==> config.mk <==
export PLATFORM = sky130hd
export DESIGN_NAME = microcode_sequencer
export DESIGN_NICKNAME = d
export VERILOG_FILES = /design/src/rtl/microcode_sequencer.sv
export SDC_FILE = /design/constraint.sdc
export NUM_CORES = 2
export LEC_CHECK = 0
export BUFFER_PORTS_ARGS = -buffer_cell sky130_fd_sc_hd__buf_2
export CORE_ASPECT_RATIO = 0.7
export CORE_MARGIN = 2
export CORE_UTILIZATION = 57
export CTS_BUF_LIST = sky130_fd_sc_hd__clkbuf_4
export DETAILED_ROUTE_END_ITERATION = 16
export PLACE_DENSITY = 0.76
export SETUP_SLACK_MARGIN = 0.15
export SLEW_MARGIN = 20
export SYNTH_ARGS = -nofsm -noshare
export SYNTH_HDL_FRONTEND = slang
export SYNTH_SLANG_ARGS = --single-unit
==> constraint.sdc <==
create_clock -name clk -period 2.6 [get_ports clk]
set_clock_uncertainty 0.05 [all_clocks]
set_input_delay 0.13 -clock clk [delete_from_list [all_inputs] [get_ports clk]]
set_output_delay 0.13 -clock clk [all_outputs]
set_load 0.03 [all_outputs]
==> src/rtl/microcode_sequencer.sv <==
// microcode_sequencer: writable-microcode control unit.
// Every instruction runs two hardwired fetch steps and then execute microwords
// read from [instruction][step]. An execute microword can be conditional on the
// ALU flags, can end the instruction early, and can halt the machine. While the
// machine is halted, the microcode can be rewritten. All state moves on the
// falling clock edge, so ctrl has settled by the datapath's rising edge.
//
// Ports
//   clk, rst_n    falling-edge clock; asynchronous active-low reset
//   instruction   opcode from the instruction register
//   alu_carry     latched ALU carry flag
//   alu_zero      latched ALU zero flag
//   resume        leave HALTED
//   ucode_we      microcode write strobe
//   ucode_opcode  write address: opcode
//   ucode_step    write address: step
//   ucode_wdata   microword {cond[1:0], end, ctrl}
//   ctrl          control vector (combinational)
//   step          current step counter (registered)
//   halted        high while HALTED (registered)
//   ucode_err     one-cycle pulse after a rejected write
module microcode_sequencer #(
    parameter int OPCODE_W = 4,
    parameter int N_STEPS  = 8,
    parameter int CTRL_W   = 17,
    parameter int STEP_W   = $clog2(N_STEPS)
) (
    input  logic                clk,
    input  logic                rst_n,
    input  logic [OPCODE_W-1:0] instruction,
    input  logic                alu_carry,
    input  logic                alu_zero,
    input  logic                resume,
    input  logic                ucode_we,
    input  logic [OPCODE_W-1:0] ucode_opcode,
    input  logic [STEP_W-1:0]   ucode_step,
    input  logic [CTRL_W+2:0]   ucode_wdata,
    output logic [CTRL_W-1:0]   ctrl,
    output logic [STEP_W-1:0]   step,
    output logic                halted,
    output logic                ucode_err
);
    localparam int N_OPS  = 1 << OPCODE_W;
    localparam int WORD_W = CTRL_W + 3;

    localparam logic [CTRL_W-1:0] FETCH0    = CTRL_W'(32'h00402);  // PC_OUT|MAR_READ
    localparam logic [CTRL_W-1:0] FETCH1    = CTRL_W'(32'h01104);  // RAM_WRITE|I_READ|PC_INC
    localparam logic [STEP_W-1:0] STEP_ONE  = STEP_W'(1);
    localparam logic [STEP_W-1:0] STEP_TWO  = STEP_W'(2);
    localparam logic [STEP_W-1:0] LAST_STEP = STEP_W'(N_STEPS - 1);
    localparam logic [STEP_W:0]   STEP_LIM  = (STEP_W + 1)'(N_STEPS);

    // Reset microwords. Every step 2 ends the instruction. The all-ones opcode also halts.
    localparam logic [WORD_W-1:0] END_WORD  = {2'b00, 1'b1, {CTRL_W{1'b0}}};
    localparam logic [WORD_W-1:0] HALT_WORD = END_WORD | WORD_W'(1);

    typedef enum logic {S_RUN, S_HALTED} state_e;

    state_e              state_q, state_d;
    logic [STEP_W-1:0]   step_q, step_d;
    logic                err_q, err_d;
    logic [WORD_W-1:0]   ucode_q [N_OPS][N_STEPS];
    logic [WORD_W-1:0]   word;
    logic                cond_ok;
    logic                is_end;
    logic                step_in_range;
    logic                wr_ok;

    // A step counter that spans exactly N_STEPS cannot address an out-of-range step.
    if (N_STEPS == (1 << STEP_W)) begin : g_full_range
        assign step_in_range = 1'b1;
    end else begin : g_part_range
        assign step_in_range = ({1'b0, ucode_step} < STEP_LIM);
    end

    assign wr_ok = ucode_we && (state_q == S_HALTED) && (ucode_step >= STEP_TWO) && step_in_range;

    // Each microcode entry has its own register, so reset can restore the boot contents.
    for (genvar o = 0; o < N_OPS; o++) begin : g_op
        for (genvar s = 0; s < N_STEPS; s++) begin : g_st
            localparam logic [WORD_W-1:0] RST_WORD =
                (s == 2) ? ((o == N_OPS - 1) ? HALT_WORD : END_WORD) : {WORD_W{1'b0}};
            always_ff @(negedge clk or negedge rst_n) begin
                if (!rst_n)
                    ucode_q[o][s] <= RST_WORD;
                else if (wr_ok && ucode_opcode == OPCODE_W'(o) && ucode_step == STEP_W'(s))
                    ucode_q[o][s] <= ucode_wdata;
            end
        end
    end

    // Effective control word. A failed condition blanks ctrl and also ends the instruction.
    always_comb begin
        word    = ucode_q[instruction][step_q];
        cond_ok = 1'b1;
        ctrl    = '0;
        is_end  = 1'b0;
        case (word[WORD_W-1 -: 2])
            2'd0:    cond_ok = 1'b1;
            2'd1:    cond_ok = alu_carry;
            2'd2:    cond_ok = alu_zero;
            default: cond_ok = !alu_zero;
        endcase
        if (state_q == S_RUN) begin
            if (step_q == '0)
                ctrl = FETCH0;
            else if (step_q == STEP_ONE)
                ctrl = FETCH1;
            else begin
                ctrl   = cond_ok ? word[CTRL_W-1:0] : '0;
                is_end = !cond_ok || word[CTRL_W] || (step_q == LAST_STEP);
            end
        end
    end

    always_comb begin
        state_d = state_q;
        step_d  = step_q;
        err_d   = ucode_we && !wr_ok;
        case (state_q)
            S_RUN: begin
                if (ctrl[0]) begin
                    state_d = S_HALTED;
                    step_d  = '0;
                end else if (is_end)
                    step_d = '0;
                else
                    step_d = step_q + STEP_ONE;
            end
            default: begin
                step_d = '0;
                if (resume) state_d = S_RUN;
            end
        endcase
    end

    always_ff @(negedge clk or negedge rst_n) begin
        if (!rst_n) begin
            state_q <= S_RUN;
            step_q  <= '0;
            err_q   <= 1'b0;
        end else begin
            state_q <= state_d;
            step_q  <= step_d;
            err_q   <= err_d;
        end
    end

    assign step      = step_q;
    assign halted    = (state_q == S_HALTED);
    assign ucode_err = err_q;
endmodule

# Word-level counts from Yosys, hierarchy flattened

Cells that the tools add are included.
Widths: inputs -> output; s select.

$add $sub $neg: 1
$lt $le $gt $ge: 3
Equality and inequality tests: 26
Mux-type cells: 20
Bitwise operators: 2
Reductions and logical operators: 156

Operators by type and width:

| kind                | count |
|---|---|
| $bmux 160 s4        | 1 |
| $mux 160            | 2 |
| $logic_and 1x1->1   | 147 |
| $mux 17             | 4 |
| $bmux 20 s3         | 1 |
| $mux 20             | 2 |
| $eq 4x4->1 const B  | 8 |
| $eq 4x3->1 const B  | 4 |
| $eq 3x3->1 const B  | 5 |
| $mux 3              | 3 |
| $eq 4x2->1 const B  | 2 |
| $eq 3x1->1 const B  | 2 |
| $eq 3x2->1 const B  | 2 |
| $logic_not 3->1     | 2 |
| $mux 1              | 6 |
| $ge 5x5->1 const B  | 1 |
| $not 4->5           | 1 |
| $eq 4x1->1 const B  | 1 |
| $ge 4x4->1 const B  | 1 |
| $logic_not 4->1     | 1 |
| $not 3->4           | 1 |
| $add 3x1->3 const B | 1 |
| $ge 3x2->1 const B  | 1 |
| $logic_not 1->1     | 3 |
| other kinds (5)     | 6 |

Flip-flop bits (word level): 2565
Bits of input ports: 37
Output and inout bits: 22
Logic and storage cells: 339

# Depth between registers and ports, before layout

Depth in word-level cells: 18
Depth in mapped cells: 15
Depth with buffers taken out: 8

==> metrics.txt <==
final std cell area, no fill=130000 um2; GRT overflow=0; area growth from synthesis to layout=17.0%; Area contributors post-synth=dfrtn_1 57%, mux2_2 20%, mux4_2 16%; DRT Pass-1 Iters=5; EDFF count, synth=0; synthesized flop and latch total=2565; clock root buffer=clkbuf_4; Static Leak=64.5 nW; # DRC=0; largest net degree at the start of global routing=106; GP Congestion=0.901; ys flop type=dfrtn_1; Worst R2R Start=step[0]; Post-synth ARST share=1.00; Vias=63859; RSZ-0062 raised after global routing=yes; sequential area share after synthesis=0.576; WL final=299000 um; failing checks=setup timing; Largest stage delay, worst path=0.48 ns; Startpoint Class=flop; core area=194000 um2; largest family of logic cells by synthesized area=multiplexers; vias in the first global route=68511; Worst slew margin=0.295; H-tree depth=6; initial antenna violation count=18; clk slew on worst S/H paths=0.05 ns; final hold violation count=0; Hold Path End=ucode_q[1900]; Placed Cells=9217; worst r2r dst=step[1]; multiplexer share of the synthesized area=0.360; Setup crit end kind=output port; Max-Cap Viols=0; synthesized cell area=111000 um2; Sequential cell area=64200 um2; ANT nets after route=0; worst-margin pin slew=1.06 ns; layout cells sized above 1=0.615; final cell count without fillers=10345; crit path DAT=5.20 ns; Adder-Cell Fraction of Synth Area=0.000449; Post-Synth Simple-Gate Area=0.0117; drt wl/cell=28.9 um; IO Port Bufs=58; Yosys top cell by area=dfrtn_1; maximum vdd drop=464 uV; pre-CTS setup slack=-2.23 ns; Setup violations, final=1945; worst path bufs/invs=3; Synth top area share=0.572; min-delay src=ucode_q[1900]; status=finished with violations; Synth Area per Inst=16.1 um2; Critical Path, Cell by Cell=mux4_2 > mux2i_1 > a21oi_1 > a32oi_2 > buf_4 > o22ai_1 > a211o_4 > nand3_4 > buf_12 > nor2_4 > buf_6; synth warn=0; die width=532 um; PD cells=653 nW/um2; Synthesized Nets=6977; post-synthesis compound-gate area fraction=0.00487; Worst Path Required=2.42 ns; Area after DPL=121000 um2; Starting Density=0.575; die area=199000 um2; Cell variety after synth=65; first-pass GRT wire length=453000 um; fin nets=7339; vias per inst=6.17; Worst R2R Setup Slack=-0.55 ns; Clock Sinks=2565; Max stage delay cell, worst path=mux4_2; Worst-Skew Late Latency=1.17 ns; count of pins over their slew limit=0; CTS tree=yes; Hold Path Class=flop to flop; gr usage total=0.306; Cells after Synth=6936; worst r2r path cells=12; DR iter-0 viols=5491; CP Class=flop to output port; Hold Path Depth=0; area of the multi-input gates=44100 um2; clk buf depth=4; total CTS buffers=610; Post-Synth XOR/XNOR Area=0; fillcell total=12805; IO Count=59; cell family with most CP delay=compound AO/OA/AOI/OAI gates; DP Wirelength=183000 um; crit path max fanout=8; final worst setup slack=-2.78 ns; Die H=374 um; row cnt=135
cells by family after synthesis:
| logic type | after synthesis |
|---|---|
| adders and majority gates | 4 |
| muxes | 2761 |
| AOI/OAI and AO/OA | 73 |
| buffers and inverters | 1251 |
| DFF | 2565 |
| and+or+nand+nor | 282 |
worst reg2reg max path, cell delays in order, from the launching register on:
cell and delay (ns):
dfrtn_1 0.48, buf_12 0.16, inv_4 0.06, buf_12 0.15
buf_8 0.18, buf_12 0.16, mux4_2 0.33, nor2b_1 0.27
a2111oi_2 0.08, buf_4 0.15, o41a_1 0.46, a311oi_4 0.37
nor3b_2 0.09
metrics by stage:
step	util	setup TNS [ns]	total power, mW	hold WS [ns]
final	0.672	-486.21	85.1	0.265
after global routing	0.672	-553.95	88.6	0.271
after CTS	0.670	-330.16	85.5	0.267
after detailed placement	0.623	-1944.13	51.6	0.268
after global placement	0.623	-1903.96	51.4	0.267
after floorplan	-	-767.80	47.1	0.332
layout by cell type, fill, tap and decap left out, types with 13 or more instances in the layout:
cell type  instances
buf_12           233
nor2_1            31
inv_1             19
buf_8             13
dfrtn_1         2548
buf_4            661
nand3_1           17
inv_2             20
nand2_1           97
mux2_2          1581
clkinv_1         111
clkbuf_4         877
nor2_4            43
dfstp_2           17
nand2_2           15
mux2i_1           37
bufinv_16         16
clkinv_2          13
mux4_1            16
mux4_2           776
mux2_4           349
buf_6             38
cell usage after synthesis (3+ instances only):
master and instances:
a31oi_1 5, nor2_1 75, inv_1 3, a221oi_1 5, o22ai_1 8, buf_12 3, buf_1 33, or2_2 3
clkbuf_1 1045, nor3b_1 4, a211oi_1 11, o21ai_0 3, buf_6 21, a21oi_1 8, or3_1 7, nand4_1 3
buf_2 96, dfstp_2 17, nor4_1 3, nand3_1 19, mux2i_1 38, mux2_2 1930, nor3_1 9, nand2_1 121
ha_1 4, nand2b_1 7, nor2b_1 12, buf_4 39, a22oi_1 10, dfrtn_1 2548, mux4_1 20, buf_8 7
mux4_2 772
flip-flops by register name, indices dropped and copies added (netlist names):
signal	count
halted	1
step	3
ucode_err	1
ucode_q	2560
layout make-up:
class	count	area share
well taps	2603	0.0250
diodes	8	0.000154
clock inverters	188	0.00913
inverters	6	0.000269
multi-input cells	3120	0.338
clock buffers	877	0.0505
flip-flops and latches	2565	0.493
repair buffers	978	0.0838
how the worst max path moves through the flow:
stage                               from      end  slack [ns]  cells past startpoint
after detailed placement  instruction[0]  step[1]       -2.23                     10
final                      ucode_q[1399]  ctrl[3]       -2.78                     11
after floorplan           instruction[1]  step[1]       -1.38                     12
after global placement    instruction[0]  step[1]       -2.53                     10
after global routing        ucode_q[418]  ctrl[2]       -2.90                      9
after CTS                   ucode_q[418]  ctrl[2]       -2.84                      9
timing repair:
| action | CTS | global route |
|---|---|---|
| pin swaps | 27 | 8 |
| gates resized for setup | 151 | 65 |
| endpoints found under the hold margin | 3 | 0 |
| hold buffers | 1 | 0 |
| setup buffers | 31 | 5 |
| cloned | 19 | 0 |
| setup endpoints to repair | 1946 | 1946 |
power breakdown:
part | total [mW] | internal (mW) | switching (mW)
clock | 33.5 | 17.2 | 16.4
sequential | 41.7 | 41.2 | 0.538
combinational | 9.81 | 4.35 | 5.46
layer usage:
layer  part of all wire  GRT usage
met5            0.00031          0
met4              0.030     0.0994
met3              0.094     0.0913
met2               0.44      0.437
met1               0.43      0.455
(Power assumes the default switching activity.)
